--- src/rtl/lcb_pkg.sv ---
// Shared definitions for the LCB link: sequencer/receiver states, default
// timing parameters and the request codes understood by the LCB responder.
package lcb_pkg;

  typedef enum logic [2:0] {
    ST_IDLE,
    ST_LEAD,
    ST_SEND,
    ST_TRAIL,
    ST_WAIT,
    ST_RECV,
    ST_DONE
  } poll_state_e;

  typedef enum logic [1:0] {
    RX_HUNT,
    RX_START,
    RX_DATA,
    RX_STOP
  } rx_state_e;

  localparam int CLKS_PER_BIT_DEF = 16;
  localparam int ANS_LEN_DEF      = 32;
  localparam int GUARD_DEF        = 8;
  localparam int TIMEOUT_DEF      = 4096;
  localparam int BUF_DEPTH        = 32;

  localparam logic [7:0] REQ_STATUS   = 8'hA5;
  localparam logic [7:0] REQ_COUNTERS = 8'h5A;
  localparam logic [7:0] REQ_IDENT    = 8'h3C;

endpackage

--- src/rtl/cfm_poller_if.sv ---
// Bundle of the poller's command, RS485 line and answer-buffer signals.
interface cfm_poller_if;
  import lcb_pkg::*;

  // start is a one-cycle request honoured only while busy is low; the poll
  // ends with a one-cycle done, after which the error flags and rx_cnt hold.
  logic        start;
  logic [7:0]  req_code;
  logic        RX;
  logic        tx;
  logic        dirTX;
  logic        dirRX;
  logic        busy;
  logic        done;
  logic        err_timeout;
  logic        err_frame;
  logic [5:0]  rx_cnt;
  logic [4:0]  buf_raddr;
  logic [7:0]  buf_rdata;
  poll_state_e dbg_state;

  modport master (
    output start, req_code, RX, buf_raddr,
    input  tx, dirTX, dirRX, busy, done, err_timeout, err_frame, rx_cnt,
    input  buf_rdata, dbg_state
  );

  modport slave (
    input  start, req_code, RX, buf_raddr,
    output tx, dirTX, dirRX, busy, done, err_timeout, err_frame, rx_cnt,
    output buf_rdata, dbg_state
  );

endinterface

--- src/rtl/cfm_poller_uart_rx.sv ---
// 8N1 byte receiver: synchronizes RX, validates the start bit at half-bit,
// samples data and stop mid-bit and pulses valid at the stop sample.
module uart_rx_byte
  import lcb_pkg::*;
#(
  parameter int CLKS_PER_BIT = CLKS_PER_BIT_DEF
) (
  input  logic       clk,
  input  logic       rst,
  input  logic       en_i,
  input  logic       rx_i,
  output logic       valid_o,
  output logic [7:0] data_o,
  output logic       frame_err_o
);

  localparam int CW = $clog2(CLKS_PER_BIT);
  localparam logic [CW-1:0] HALF_M1 = CW'(CLKS_PER_BIT / 2 - 1);
  localparam logic [CW-1:0] BIT_M1  = CW'(CLKS_PER_BIT - 1);
  localparam logic [CW-1:0] C_ONE   = CW'(1);

  logic          s1_q, s2_q, s3_q;
  rx_state_e     state_q;
  logic [CW-1:0] cnt_q;
  logic [2:0]    bit_q;
  logic [7:0]    shift_q;

  assign data_o = shift_q;

  always_ff @(posedge clk) begin
    if (rst) begin
      s1_q        <= 1'b1;
      s2_q        <= 1'b1;
      s3_q        <= 1'b1;
      state_q     <= RX_HUNT;
      cnt_q       <= '0;
      bit_q       <= '0;
      shift_q     <= '0;
      valid_o     <= 1'b0;
      frame_err_o <= 1'b0;
    end else begin
      s1_q    <= rx_i;
      s2_q    <= s1_q;
      s3_q    <= s2_q;
      valid_o <= 1'b0;
      if (!en_i) begin
        state_q <= RX_HUNT;
        cnt_q   <= '0;
      end else begin
        case (state_q)
          RX_HUNT: begin
            if (s3_q && !s2_q) begin
              state_q <= RX_START;
              cnt_q   <= '0;
            end
          end
          RX_START: begin
            // A line that is high again at half-bit was only a glitch.
            if (cnt_q == HALF_M1) begin
              cnt_q   <= '0;
              bit_q   <= '0;
              state_q <= s2_q ? RX_HUNT : RX_DATA;
            end else begin
              cnt_q <= cnt_q + C_ONE;
            end
          end
          RX_DATA: begin
            if (cnt_q == BIT_M1) begin
              cnt_q   <= '0;
              shift_q <= {s2_q, shift_q[7:1]};
              bit_q   <= bit_q + 3'd1;
              if (bit_q == 3'd7) state_q <= RX_STOP;
            end else begin
              cnt_q <= cnt_q + C_ONE;
            end
          end
          RX_STOP: begin
            if (cnt_q == BIT_M1) begin
              cnt_q       <= '0;
              valid_o     <= 1'b1;
              frame_err_o <= !s2_q;
              state_q     <= RX_HUNT;
            end else begin
              cnt_q <= cnt_q + C_ONE;
            end
          end
          default: state_q <= RX_HUNT;
        endcase
      end
    end
  end

endmodule

--- src/rtl/cfm_poller.sv ---
// CFM-side LCB poller: sends one request byte on RS485, then collects a
// fixed-length answer into a 32x8 buffer with timeout and framing checks.
module cfm_poller
  import lcb_pkg::*;
#(
  parameter int CLKS_PER_BIT = CLKS_PER_BIT_DEF,
  parameter int ANS_LEN      = ANS_LEN_DEF,
  parameter int GUARD        = GUARD_DEF,
  parameter int TIMEOUT      = TIMEOUT_DEF
) (
  input  logic         clk,
  input  logic         rst,
  cfm_poller_if.slave  bus
);

  localparam int CMAX = (CLKS_PER_BIT > GUARD) ? CLKS_PER_BIT : GUARD;
  localparam int CW   = $clog2(CMAX + 1);
  localparam int TW   = $clog2(TIMEOUT + 1);

  localparam logic [CW-1:0] GUARD_M1 = CW'(GUARD - 1);
  localparam logic [CW-1:0] BIT_M1   = CW'(CLKS_PER_BIT - 1);
  localparam logic [CW-1:0] C_ONE    = CW'(1);
  localparam logic [TW-1:0] TO_LIM   = TW'(TIMEOUT);
  localparam logic [TW-1:0] T_ONE    = TW'(1);
  localparam logic [5:0]    ANS_N    = 6'(ANS_LEN);

  poll_state_e   state_q;
  logic [CW-1:0] cnt_q;
  logic [3:0]    bit_q;
  logic [7:0]    req_q;
  logic          tx_q, dir_q, busy_q, done_q, err_to_q, err_fr_q;
  logic [5:0]    rx_cnt_q;
  logic [TW-1:0] to_cnt_q, to_cnt_d;
  logic [7:0]    rdata_q;
  logic [7:0]    mem_q [BUF_DEPTH];
  logic [9:0]    frame;

  logic       rx_en, rx_valid, rx_ferr, wr_en;
  logic [7:0] rx_data;

  assign frame    = {1'b1, req_q, 1'b0};
  assign to_cnt_d = to_cnt_q + T_ONE;
  assign rx_en    = (state_q == ST_WAIT) || (state_q == ST_RECV);
  assign wr_en    = !rst && rx_en && rx_valid && !rx_ferr;

  uart_rx_byte #(.CLKS_PER_BIT(CLKS_PER_BIT)) u_rx (
    .clk         (clk),
    .rst         (rst),
    .en_i        (rx_en),
    .rx_i        (bus.RX),
    .valid_o     (rx_valid),
    .data_o      (rx_data),
    .frame_err_o (rx_ferr)
  );

  always_ff @(posedge clk) begin
    if (rst) begin
      state_q  <= ST_IDLE;
      cnt_q    <= '0;
      bit_q    <= '0;
      req_q    <= '0;
      tx_q     <= 1'b1;
      dir_q    <= 1'b0;
      busy_q   <= 1'b0;
      done_q   <= 1'b0;
      err_to_q <= 1'b0;
      err_fr_q <= 1'b0;
      rx_cnt_q <= '0;
      to_cnt_q <= '0;
    end else begin
      case (state_q)
        ST_IDLE: begin
          if (bus.start) begin
            req_q    <= bus.req_code;
            rx_cnt_q <= '0;
            err_to_q <= 1'b0;
            err_fr_q <= 1'b0;
            busy_q   <= 1'b1;
            dir_q    <= 1'b1;
            cnt_q    <= '0;
            state_q  <= ST_LEAD;
          end
        end
        ST_LEAD: begin
          if (cnt_q == GUARD_M1) begin
            cnt_q   <= '0;
            bit_q   <= '0;
            tx_q    <= 1'b0;
            state_q <= ST_SEND;
          end else begin
            cnt_q <= cnt_q + C_ONE;
          end
        end
        ST_SEND: begin
          if (cnt_q == BIT_M1) begin
            cnt_q <= '0;
            if (bit_q == 4'd9) begin
              tx_q    <= 1'b1;
              state_q <= ST_TRAIL;
            end else begin
              bit_q <= bit_q + 4'd1;
              tx_q  <= frame[bit_q + 4'd1];
            end
          end else begin
            cnt_q <= cnt_q + C_ONE;
          end
        end
        ST_TRAIL: begin
          if (cnt_q == GUARD_M1) begin
            cnt_q    <= '0;
            dir_q    <= 1'b0;
            to_cnt_q <= '0;
            state_q  <= ST_WAIT;
          end else begin
            cnt_q <= cnt_q + C_ONE;
          end
        end
        ST_WAIT, ST_RECV: begin
          // A byte's stop sample counts as the first idle cycle of the next gap.
          if (rx_valid) begin
            to_cnt_q <= T_ONE;
            if (rx_ferr) begin
              err_fr_q <= 1'b1;
            end else begin
              rx_cnt_q <= rx_cnt_q + 6'd1;
              state_q  <= ST_RECV;
              if (rx_cnt_q + 6'd1 == ANS_N) begin
                state_q <= ST_DONE;
                done_q  <= 1'b1;
                busy_q  <= 1'b0;
              end
            end
          end else if (to_cnt_d == TO_LIM) begin
            state_q  <= ST_DONE;
            done_q   <= 1'b1;
            busy_q   <= 1'b0;
            err_to_q <= 1'b1;
          end else begin
            to_cnt_q <= to_cnt_d;
          end
        end
        ST_DONE: begin
          done_q  <= 1'b0;
          state_q <= ST_IDLE;
        end
        default: state_q <= ST_IDLE;
      endcase
    end
  end

  always_ff @(posedge clk) begin
    if (wr_en) mem_q[rx_cnt_q[4:0]] <= rx_data;
  end

  always_ff @(posedge clk) begin
    if (rst) rdata_q <= '0;
    else     rdata_q <= mem_q[bus.buf_raddr];
  end

  assign bus.tx          = tx_q;
  assign bus.dirTX       = dir_q;
  assign bus.dirRX       = dir_q;
  assign bus.busy        = busy_q;
  assign bus.done        = done_q;
  assign bus.err_timeout = err_to_q;
  assign bus.err_frame   = err_fr_q;
  assign bus.rx_cnt      = rx_cnt_q;
  assign bus.buf_rdata   = rdata_q;
  assign bus.dbg_state   = state_q;

endmodule

--- src/flat_wrapper.sv ---
// flat-port wrapper written by rule: the top's interface ports become plain ports
module cfm_poller_flat import lcb_pkg::*;
#(
  parameter int CLKS_PER_BIT = CLKS_PER_BIT_DEF,
  parameter int ANS_LEN      = ANS_LEN_DEF,
  parameter int GUARD        = GUARD_DEF,
  parameter int TIMEOUT      = TIMEOUT_DEF
)
  (clk, rst, bus_start, bus_req_code, bus_RX, bus_buf_raddr, bus_tx, bus_dirTX, bus_dirRX, bus_busy, bus_done, bus_err_timeout, bus_err_frame, bus_rx_cnt, bus_buf_rdata, bus_dbg_state);
  cfm_poller_if bus_i ();
  input  logic clk;
  input  logic rst;
  input wire logic [$bits(bus_i.start)-1:0] bus_start;
  input wire logic [$bits(bus_i.req_code)-1:0] bus_req_code;
  input wire logic [$bits(bus_i.RX)-1:0] bus_RX;
  input wire logic [$bits(bus_i.buf_raddr)-1:0] bus_buf_raddr;
  output wire logic [$bits(bus_i.tx)-1:0] bus_tx;
  output wire logic [$bits(bus_i.dirTX)-1:0] bus_dirTX;
  output wire logic [$bits(bus_i.dirRX)-1:0] bus_dirRX;
  output wire logic [$bits(bus_i.busy)-1:0] bus_busy;
  output wire logic [$bits(bus_i.done)-1:0] bus_done;
  output wire logic [$bits(bus_i.err_timeout)-1:0] bus_err_timeout;
  output wire logic [$bits(bus_i.err_frame)-1:0] bus_err_frame;
  output wire logic [$bits(bus_i.rx_cnt)-1:0] bus_rx_cnt;
  output wire logic [$bits(bus_i.buf_rdata)-1:0] bus_buf_rdata;
  output wire logic [$bits(bus_i.dbg_state)-1:0] bus_dbg_state;
  assign bus_i.start = bus_start;
  assign bus_i.req_code = bus_req_code;
  assign bus_i.RX = bus_RX;
  assign bus_i.buf_raddr = bus_buf_raddr;
  assign bus_tx = bus_i.tx;
  assign bus_dirTX = bus_i.dirTX;
  assign bus_dirRX = bus_i.dirRX;
  assign bus_busy = bus_i.busy;
  assign bus_done = bus_i.done;
  assign bus_err_timeout = bus_i.err_timeout;
  assign bus_err_frame = bus_i.err_frame;
  assign bus_rx_cnt = bus_i.rx_cnt;
  assign bus_buf_rdata = bus_i.buf_rdata;
  assign bus_dbg_state = bus_i.dbg_state;
  cfm_poller #(.CLKS_PER_BIT(CLKS_PER_BIT), .ANS_LEN(ANS_LEN), .GUARD(GUARD), .TIMEOUT(TIMEOUT)) u_core (.clk(clk), .rst(rst), .bus(bus_i));
endmodule
--- config.mk ---
export PLATFORM = sky130hd
export DESIGN_NAME = cfm_poller_flat
export DESIGN_NICKNAME = d
export VERILOG_FILES = /design/src/rtl/lcb_pkg.sv /design/src/rtl/cfm_poller_if.sv /design/src/rtl/cfm_poller_uart_rx.sv /design/src/rtl/cfm_poller.sv /design/src/flat_wrapper.sv
export SDC_FILE = /design/constraint.sdc
export NUM_CORES = 1
export LEC_CHECK = 0
export CAP_MARGIN = 0
export CORE_ASPECT_RATIO = 0.5
export CORE_UTILIZATION = 40
export DETAILED_ROUTE_END_ITERATION = 16
export HOLD_SLACK_MARGIN = 0.06
export PLACE_DENSITY = 0.66
export SLEW_MARGIN = 20
export SYNTH_ARGS = -nofsm -noshare
export SYNTH_HDL_FRONTEND = slang
export SYNTH_SLANG_ARGS = --single-unit
--- constraint.sdc ---
create_clock -name clk -period 3.1 [get_ports clk]
set_input_delay 0.465 -clock clk [delete_from_list [all_inputs] [get_ports clk]]
set_output_delay 0.465 -clock clk [all_outputs]
set_load 0.01 [all_outputs]
* Yosys cells after proc, flatten, opt, wreduce, memory -nomap -nowiden *
Memories as Yosys holds them, arrays and structs flattened. A register that Yosys moved wholly into a read port is not among the register bits.
Cells that the tools add are included.

word-level totals
  output and inout port bits = 24
  memories kept = 1
  logic and storage cells = 173
  bits in registers = 67
  bits of input ports = 17
  RAM bits = 256

operators by class
  $lt $le $gt $ge = 1
  mux-type cells = 67
  reductions and logical operators = 38
  $add $sub $neg = 6
  bitwise logic cells = 2
  equality and inequality tests = 37

memory list
  name          words  bits a word  read ports  clocked after Yosys merged registers in  wr ports  RTL line          RTL
  u_core.mem_q  32     8            1           1                                        1         cfm_poller.sv:35  logic [7:0] mem_q [BUF_DEPTH];

operators by type and width
  cell                     count
  $mux W13                 3
  $mux W3                  10
  $pmux W13 S2             1
  $mux W4                  6
  $reduce_and A4 Y1        6
  $ne A2 B2 Y1 const B     11
  $mux W1                  20
  $mux W6                  3
  $mux W5                  3
  $pmux W3 S5              1
  $pmux W5 S3              1
  $reduce_and A3 Y1        5
  $mux W2                  7
  $add A13 B1 Y13 const B  1
  $eq A13 B13 Y1 const B   1
  $eq A3 B3 Y1 const B     4
  $pmux W1 S2              6
  $pmux W4 S3              1
  $pmux W6 S2              1
  $reduce_bool A2 Y1       6
  $ne A2 B1 Y1 const B     5
  $reduce_and A5 Y1        2
  $add A4 B1 Y4 const B    2
  $eq A4 B4 Y1 const B     2
  other kinds (29)         43

* Logic depth before layout (Yosys ltp) *
Gate-level depths: netlist (run 1).

  word-level depth = 7
  gate-level depth with buffers = 10
  depth with buffers taken out = 10

* Modules after synthesis *
A second synthesis (run 1) with hierarchy kept.

second synthesis, totals
  cells, all modules = 880
  area total of the unflattened synthesis = 13,792.0 um^2

modules (own cells, without submodules)
  module        area each (um^2)  cells each  sequential area each (um^2)  instances
  cfm_poller    12,822.3          781         8,748.4                      1
  uart_rx_byte  969.7             99          440.4                        1

* Worst setup path before layout (run 1) *
OpenSTA, ideal clock, no wires.

  path kind = input port to flip-flop
  start point = input port bus_buf_raddr[0]
  end point = register u_core.rdata_q[0] (netlist: u_core.bus.buf_rdata[0]), read port of u_core.mem_q
  arrival time = 2,126 ps
  buffers on the path = 2
  cell stages on the path = 6
  path slack = 847 ps
  cell sequence = buf_2 buf_2 mux4_2 mux4_2 mux2i_1 nor2_1

RTL lines
  element             RTL line            RTL
  start: declaration  flat_wrapper.sv:16  input wire logic [$bits(bus_i.buf_raddr)-1:0] bus_buf_raddr;
  end: declaration    cfm_poller.sv:34    logic [7:0] rdata_q;

* Final worst setup path (run 1) *
  start point = register u_core.to_cnt_q[1]
  end point = register u_core.to_cnt_q[12]

on the way
  longest elaborated chain between the ends = 4
  elaborated cells between the ends (all ways) = 7
  classes of those cells = 1 x add/sub; 2 x eq/ne; 3 x mux; 1 x reduce/logical

RTL lines
  element                                                      RTL line           RTL
  start: declaration                                           cfm_poller.sv:33   logic [TW-1:0] to_cnt_q, to_cnt_d;
  start signal: assignment                                     cfm_poller.sv:139  to_cnt_q <= to_cnt_d;
  $add A13 B1 Y13 *                                            cfm_poller.sv:42   assign to_cnt_d = to_cnt_q + T_ONE;
  $eq A13 B13 Y1 or $mux W13 (tied branches)                   cfm_poller.sv:133  end else if (to_cnt_d == TO_LIM) begin
  $ne A3 B3 Y1 (no line) or $mux W13 (tied branches)           --
  $reduce_and A3 Y1 (no line) or $pmux W13 S2 (tied branches)  --

Mark *: on every way between the ends. The rest lies on a longest branch, timed or not. The select of a mux whose other input is x is not followed.
A chain may end at the register's enable or synchronous reset.

==> flow_summary_export.csv, run 1 <==
group,metric,value,unit
worst_setup_path,worstPathMaxFanout,11,
routing,wl_met1,13280,um
floorplan,core,0.03328,sq mm
finish,fin_util,47.47,%
synth,yosysMostFrequentCell,"edfxtp_1",
worst_setup_path,end_kind,"flip-flop",
routing,wl_per_cell,21.05,um
worst_setup_path,crit_chain,"ha_1 > buf_4 > nand3_1 > nor2_1 > nor3_1 > a31o_2 > and3_1 > or4b_1 > a21oi_1",
synth,synthSimpleGateAreaFrac,8.764,%
clock_tree,cts_buffers,30,
clock_tree,cts_setup_buffers,0,
synth,synth_compound_area_share,5.350,%
finish,final_area,0.01580,sq mm
finish,num-fill-cells,2800,
synth,synthArstFlopShare,0,%
sta,setup_tns,0,ns
sta,finalClockSkew,0.01656,ns
routing,wl_met3,1686,um
routing,firstDrtPassIters,5,
floorplan,dieArea,0.03487,sq mm
synth,synth_fa_ha_area_share,1.285,%
routing,drc,0,
synth,yosysWarnings,0,
routing,antenna_left,0,
sta,hold_violations,0,
job,drv_cap,0,
placed_design,dpl_cell_area,0.01478,sq mm
sta,slew_headroom,31.06,%
routing,dr.first_iter.drc_count,741,
synth,synth.area.top_cells,"edfxtp_1, mux4_2, dfxtp_1",
clock_tree,clkSlewWorstSetupHoldPaths,0.06,ns
sta,min_period,2.607,ns
placed_design,gp_congestion,0.8592,
finish,fin_cells,1420,
sta,rsz0062_at_grt,"false",
worst_setup_path,path_class,"reg2reg",
worst_setup_path,crit_path_top_delay_cell,"or4b_1",
synth,syn-num-nets,912,
worst_setup_path,max_stage_delay,0.51,ns
worst_setup_path,start_kind,"flip-flop",
synth,ys_types,58,
finish,multi_input_area,0.004174,sq mm
finish,area_growth_syn_to_layout,15.89,%
synth,yosys.area.top_type,"edfxtp_1",
synth,synthMuxAreaShare,14.70,%
synth,synthFlopType,"edfxtp_1",
finish,drive_gt1_share,20.12,%
clock_tree,root_buffer,"clkbuf_16",
grt,grt_pass1_vias,7765,
placed_design,dpl.hpwl,19500,um
floorplan,start_util,40.96,%
routing,routed_wl,29900,um
worst_hold_path,min_path_type,"reg2reg",
routing,highest_layer,"met4",
synth,synth_top_family_by_area,"multiplexers",
sta,worst_pin_slew,1.033,ns
placed_design,dp_cells,1364,
clock_tree,cts_buffer_depth,3,
synth,avgSynthCellArea,15.48,sq um
synth,ys_top_cells_by_count,"edfxtp_1, nor2_1, mux4_2",
sta,fmax,0.3836,GHz
synth,syn-instance-count,881,
worst_setup_path,critPathRequiredTime,3.60,ns
clock_tree,cts.sinks,331,
clock_tree,hold_buffers,0,
synth,ys_seq_elements,331,
routing,wl_met2,14470,um
clock_tree,clk-insertion-delay-late,0.57,ns
clock_tree,cts_max_level,1,
grt,grt_overflow,0,
routing,via_per_inst,5.530,
routing,vias,7852,
power_and_ir_drop,power.density,565.1,mW/mm^2
finish,nNetsFinal,986,
floorplan,die_w,263.1,um
finish,n_antenna_cell,0,
status,status,"finished clean",
clock_tree,cts_tree,"yes",
grt,grt_max_degree,35,
floorplan,die_h,132.6,um
synth,synth_top_area_share,56.38,%
synth,syn_area,0.01363,sq mm
synth,synth_xor_area_share,0.5139,%
sta,drv_slew,0,
grt,grtUsageTotal,17.39,%
grt,grt_pass1_wl,46150,um
power_and_ir_drop,p_leak,5.340,nW
clock_tree,cts-resized-gates,0,
power_and_ir_drop,peakVddDrop,0.4862,mV
floorplan,ios,41,
synth,synth_edf_count,256,
sta,fin_crit_sh,84.08,%
synth,yosysSeqAreaShare,67.39,%
floorplan,rows,47,
placed_design,io_buffers,40,
grt,antenna_found_initial,0,
sta,finalSetupViolCount,0,
worst_setup_path,arrival,3.11,ns
finish,ff_latch_area,0.009193,sq mm
sequential cells by signal, summed over array words and instances, names as in the netlist, 3 cells and up, named ones only:
signal,cells
u_core.bit_q,4
u_core.bus.buf_rdata,8
u_core.bus.dbg_state,3
u_core.bus.rx_cnt,6
u_core.cnt_q,5
u_core.mem_q,256
u_core.req_q,8
u_core.to_cnt_q,13
u_core.u_rx.bit_q,3
u_core.u_rx.cnt_q,4
u_core.u_rx.data_o,8
area by class of cell:
| type | count | share of cell area [%] |
|---|---|---|
| clock buffers | 36 | 4.894 |
| clock inverters | 20 | 1.528 |
| inverters | 16 | 0.3801 |
| multi-input cells | 485 | 26.42 |
| flip-flops and latches | 331 | 58.18 |
| well taps | 441 | 3.492 |
| repair buffers | 91 | 5.115 |
cells by family (layout without fill, tap and decap cells):
logic type,after synthesis,count (layout)
multiplexers,99,99
AO/OA/AOI/OAI,117,117
AND/OR/NAND/NOR,247,247
adder cells (fa/ha/maj),14,14
flip-flops,331,331
buffers and inverters,65,163
XOR/XNOR,8,8
report_power, final:
group | total (W) | switching, W | internal, W
Sequential | 0.00475 | 0.0000158 | 0.00473
Combinational | 0.000345 | 0.000164 | 0.000181
Clock | 0.00384 | 0.00163 | 0.00220
Total | 0.00893 | 0.00181 | 0.00712
critical path: cells and delay by family, from the launching register on:
kind            cells  cell delay (ns)
compound gates      2             0.39
flops               1             0.43
fa+ha+maj           1             0.29
simple gates        5             1.24
buf+inv             1             0.19
layout by cell type (no fill, tap or decap), types with 4 or more instances in the layout:
cell,instances
or3_1,7
nand3_1,18
nor2b_1,7
and3_1,7
a311oi_1,4
nand2b_1,6
o21ai_0,14
nor2_1,93
dfxtp_1,72
edfxtp_1,256
clkinv_1,6
mux4_2,81
nand2_1,53
and2_1,6
a211oi_1,8
nor3_1,18
nand3b_1,5
clkdlybuf4s50_1,37
buf_4,49
or2_2,7
xor2_1,5
o211ai_1,4
inv_1,16
clkinv_2,5
bufinv_16,5
a21oi_1,52
ha_1,14
clkbuf_1,6
a22oi_1,5
a31oi_1,4
clkbuf_16,30
mux2i_1,18
layer usage:
metal | up-vias | GRT usage [%]
met2 | 218 | 28.82
li1 | 3564 | -
met1 | 4032 | 24.43
met4 | 0 | 3.541
met3 | 38 | 2.755
met5 | - | 0
per-stage QoR:
stage	total power (W)	worst slack, ns	hold slack (ns)
floorplan	0.005065	0.8468	0.3895
global placement	0.005193	0.5151	0.3963
detailed placement	0.005198	0.5244	0.3965
CTS	0.009003	0.5209	0.4113
global route	0.009195	0.3200	0.4304
finish	0.008929	0.4934	0.4120
path summary, 6_finish.rpt:
| kind | depth (start not counted) | slack (ns) | startpoint | end |
|---|---|---|---|---|
| min reg2reg | 1 | 0.41 | u_core.u_rx.s1_q | u_core.u_rx.s2_q |
| max | 9 | 0.49 | u_core.to_cnt_q[1] | u_core.to_cnt_q[12] |
| min | 1 | 0.41 | u_core.u_rx.s1_q | u_core.u_rx.s2_q |
| max reg2reg | 9 | 0.49 | u_core.to_cnt_q[1] | u_core.to_cnt_q[12] |
Note: power is estimated with default switching activity, not from simulation.
==> run 2: changes to the inputs <==
- clock period: 3.1 -> 2.7 ns (I/O delays scaled with it)
==> flow_summary_export.csv, run 2 (synthesized netlist as in run 1, its figures left out) <==
group,metric,value,unit
placed_design,gp_congestion,0.8485,
grt,grt_max_degree,59,
grt,gr-usage-met2,26.91,%
grt,antenna_found_initial,0,
routing,antenna_left,0,
power_and_ir_drop,power,0.01015,W
routing,dr.first_iter.drc_count,697,
finish,largest_reg_flops,256,
worst_setup_path,arrival,2.94,ns
finish,final_cell_mix,"edfxtp_1, nor2_1, mux4_2",
sta,slew_headroom,48.96,%
finish,num-fill-cells,2794,
floorplan,start_util,40.96,%
grt,grtUsageTotal,17.23,%
sta,finalSetupViolCount,0,
floorplan,dieArea,0.03487,sq mm
worst_setup_path,crit_chain,"ha_4 > nand3_1 > nor2_1 > nor3_1 > a31o_2 > and3_2 > or4b_1 > a21oi_1",
grt,grt_pass1_vias,7731,
power_and_ir_drop,p_int,0.008086,W
clock_tree,clkSlewWorstSetupHoldPaths,0.07,ns
power_and_ir_drop,power.density,639.5,mW/mm^2
grt,grt_pass1_wl,46170,um
grt,use_met1,25.51,%
floorplan,die_w,263.1,um
finish,final_common_cell,"edfxtp_1",
floorplan,rows,47,
placed_design,dpl.hpwl,19330,um
worst_setup_path,cp_top_family,"simple AND/OR/NAND/NOR gates",
sta,worst_pin_slew,0.7609,ns
worst_setup_path,max_stage_delay,0.49,ns
sta,hold_violations,0,
worst_setup_path,worstPathMaxFanout,12,
placed_design,pre_cts_ws,0.01061,ns
power_and_ir_drop,p_seq_share,53.8,%
grt,busiest_layer,"met2",
job,drv_cap,0,
finish,drive_gt1_share,20.99,%
worst_setup_path,path_class,"reg2reg",
worst_setup_path,critPathRequiredTime,3.20,ns
power_and_ir_drop,peakVddDrop,0.4907,mV
sta,fin_crit_sh,90.48,%
clock_tree,clk-insertion-delay-late,0.57,ns
routing,routed_wl,29490,um
clock_tree,cts_tree,"yes",
clock_tree,cts_setup_buffers,0,
sta,min_period,2.443,ns
routing,vias,7872,
power_and_ir_drop,comb_power_share,3.9,%
placed_design,dpl_cell_area,0.01486,sq mm
routing,wl_per_cell,20.67,um
worst_hold_path,min_path_type,"in2reg",
routing,drc,0,
sta,setup_tns,0,ns
finish,area_growth_syn_to_layout,16.36,%
worst_setup_path,crit_path_top_delay_cell,"or4b_1",
worst_setup_path,start_kind,"flip-flop",
routing,via_per_inst,5.516,
clock_tree,cts_buffers,30,
clock_tree,cts.sinks,331,
grt,grt_overflow,0,
clock_tree,cts-resized-gates,1,
finish,nNetsFinal,994,
floorplan,core,0.03328,sq mm
power_and_ir_drop,clkPwrFrac,42.3,%
sta,setup_slack,0.2570,ns
routing,firstDrtPassIters,5,
floorplan,ios,41,
finish,n_antenna_cell,0,
sta,fmax,0.4093,GHz
sta,rsz0062_at_grt,"false",
clock_tree,root_buffer,"clkbuf_16",
finish,final_area,0.01587,sq mm
clock_tree,cts_buffer_depth,3,
worst_setup_path,critical_path_buf_inv_count,0,
clock_tree,cts_max_level,1,
placed_design,io_buffers,40,
power_and_ir_drop,swShare,20.30,%
clock_tree,hold_buffers,0,
worst_setup_path,end_kind,"flip-flop",
power_and_ir_drop,p_switching,0.002060,W
sta,drv_slew,0,
power_and_ir_drop,p_leak,5.372,nW
sta,finalClockSkew,0.01059,ns
status,status,"finished clean",
floorplan,die_h,132.6,um
grt,grtUsageMet3,2.848,%
run 2: changes by cell type in the layout (fill, tap and decap cells not counted), sizes merged:
cell      before  now
bufinv         5    4
buf           54   62
clkinv        13   14
inv           17   18
clkinvlp       1    2
clkbuf        36   33
run 2: routing by layer:
metal	share of wire [%]	routed length (um)
met5	0	0
met4	1.9	555
met3	6.1	1792
met2	46	13530
met1	46	13620
run 2: cell type report:
type	instances	area, sq um	area share (%)
tap	441	551.8	3.478
clock buffer	33	772.0	4.866
clock inverter	22	221.5	1.396
sequential	331	9191	57.93
timing repair buffer	99	880.8	5.552
inverter	16	60.06	0.3785
multi-input combinational	485	4188	26.40
run 2: worst paths after layout:
| path | cells after the start | endpoint | slack, ns | startpoint |
|---|---|---|---|---|
| worst max-delay path | 8 | u_core.to_cnt_q[12] | 0.26 | u_core.to_cnt_q[0] |
| worst min-delay path | 3 | u_core.req_q[4] | 0.38 | bus_req_code[4] |
| worst max register to register | 8 | u_core.to_cnt_q[12] | 0.26 | u_core.to_cnt_q[0] |
| worst min register to register | 1 | u_core.u_rx.s2_q | 0.41 | u_core.u_rx.s1_q |
run 2: tightest hold or removal path: cells and delay by family:
family / cells / cell delay [ns]
buffers and inverters: 1 / 0.40
and+or+nand+nor: 1 / 0.05
AOI/OAI and AO/OA: 1 / 0.05
run 2: through the flow:
stage | cells | utilization (%) | hold slack [ns]
global route | 1427 | 47.67 | 0.3714
floorplan | 881 | - | 0.3895
CTS | 1427 | 47.62 | 0.3647
detailed placement | 1372 | 44.63 | 0.3969
global placement | 1372 | 44.63 | 0.3925
finish | 1427 | 47.67 | 0.3848
run 2: power groups by stage:
stage	registers (W)	logic (W)	clock network [W]
2_1_floorplan	0.00556	0.000255	0
3_3_place_gp	0.00557	0.000398	0
3_5_place_dp	0.00557	0.000403	0
4_1_cts	0.00545	0.000405	0.00437
5_1_grt	0.00545	0.000428	0.00456
6_report	0.00545	0.000399	0.00429
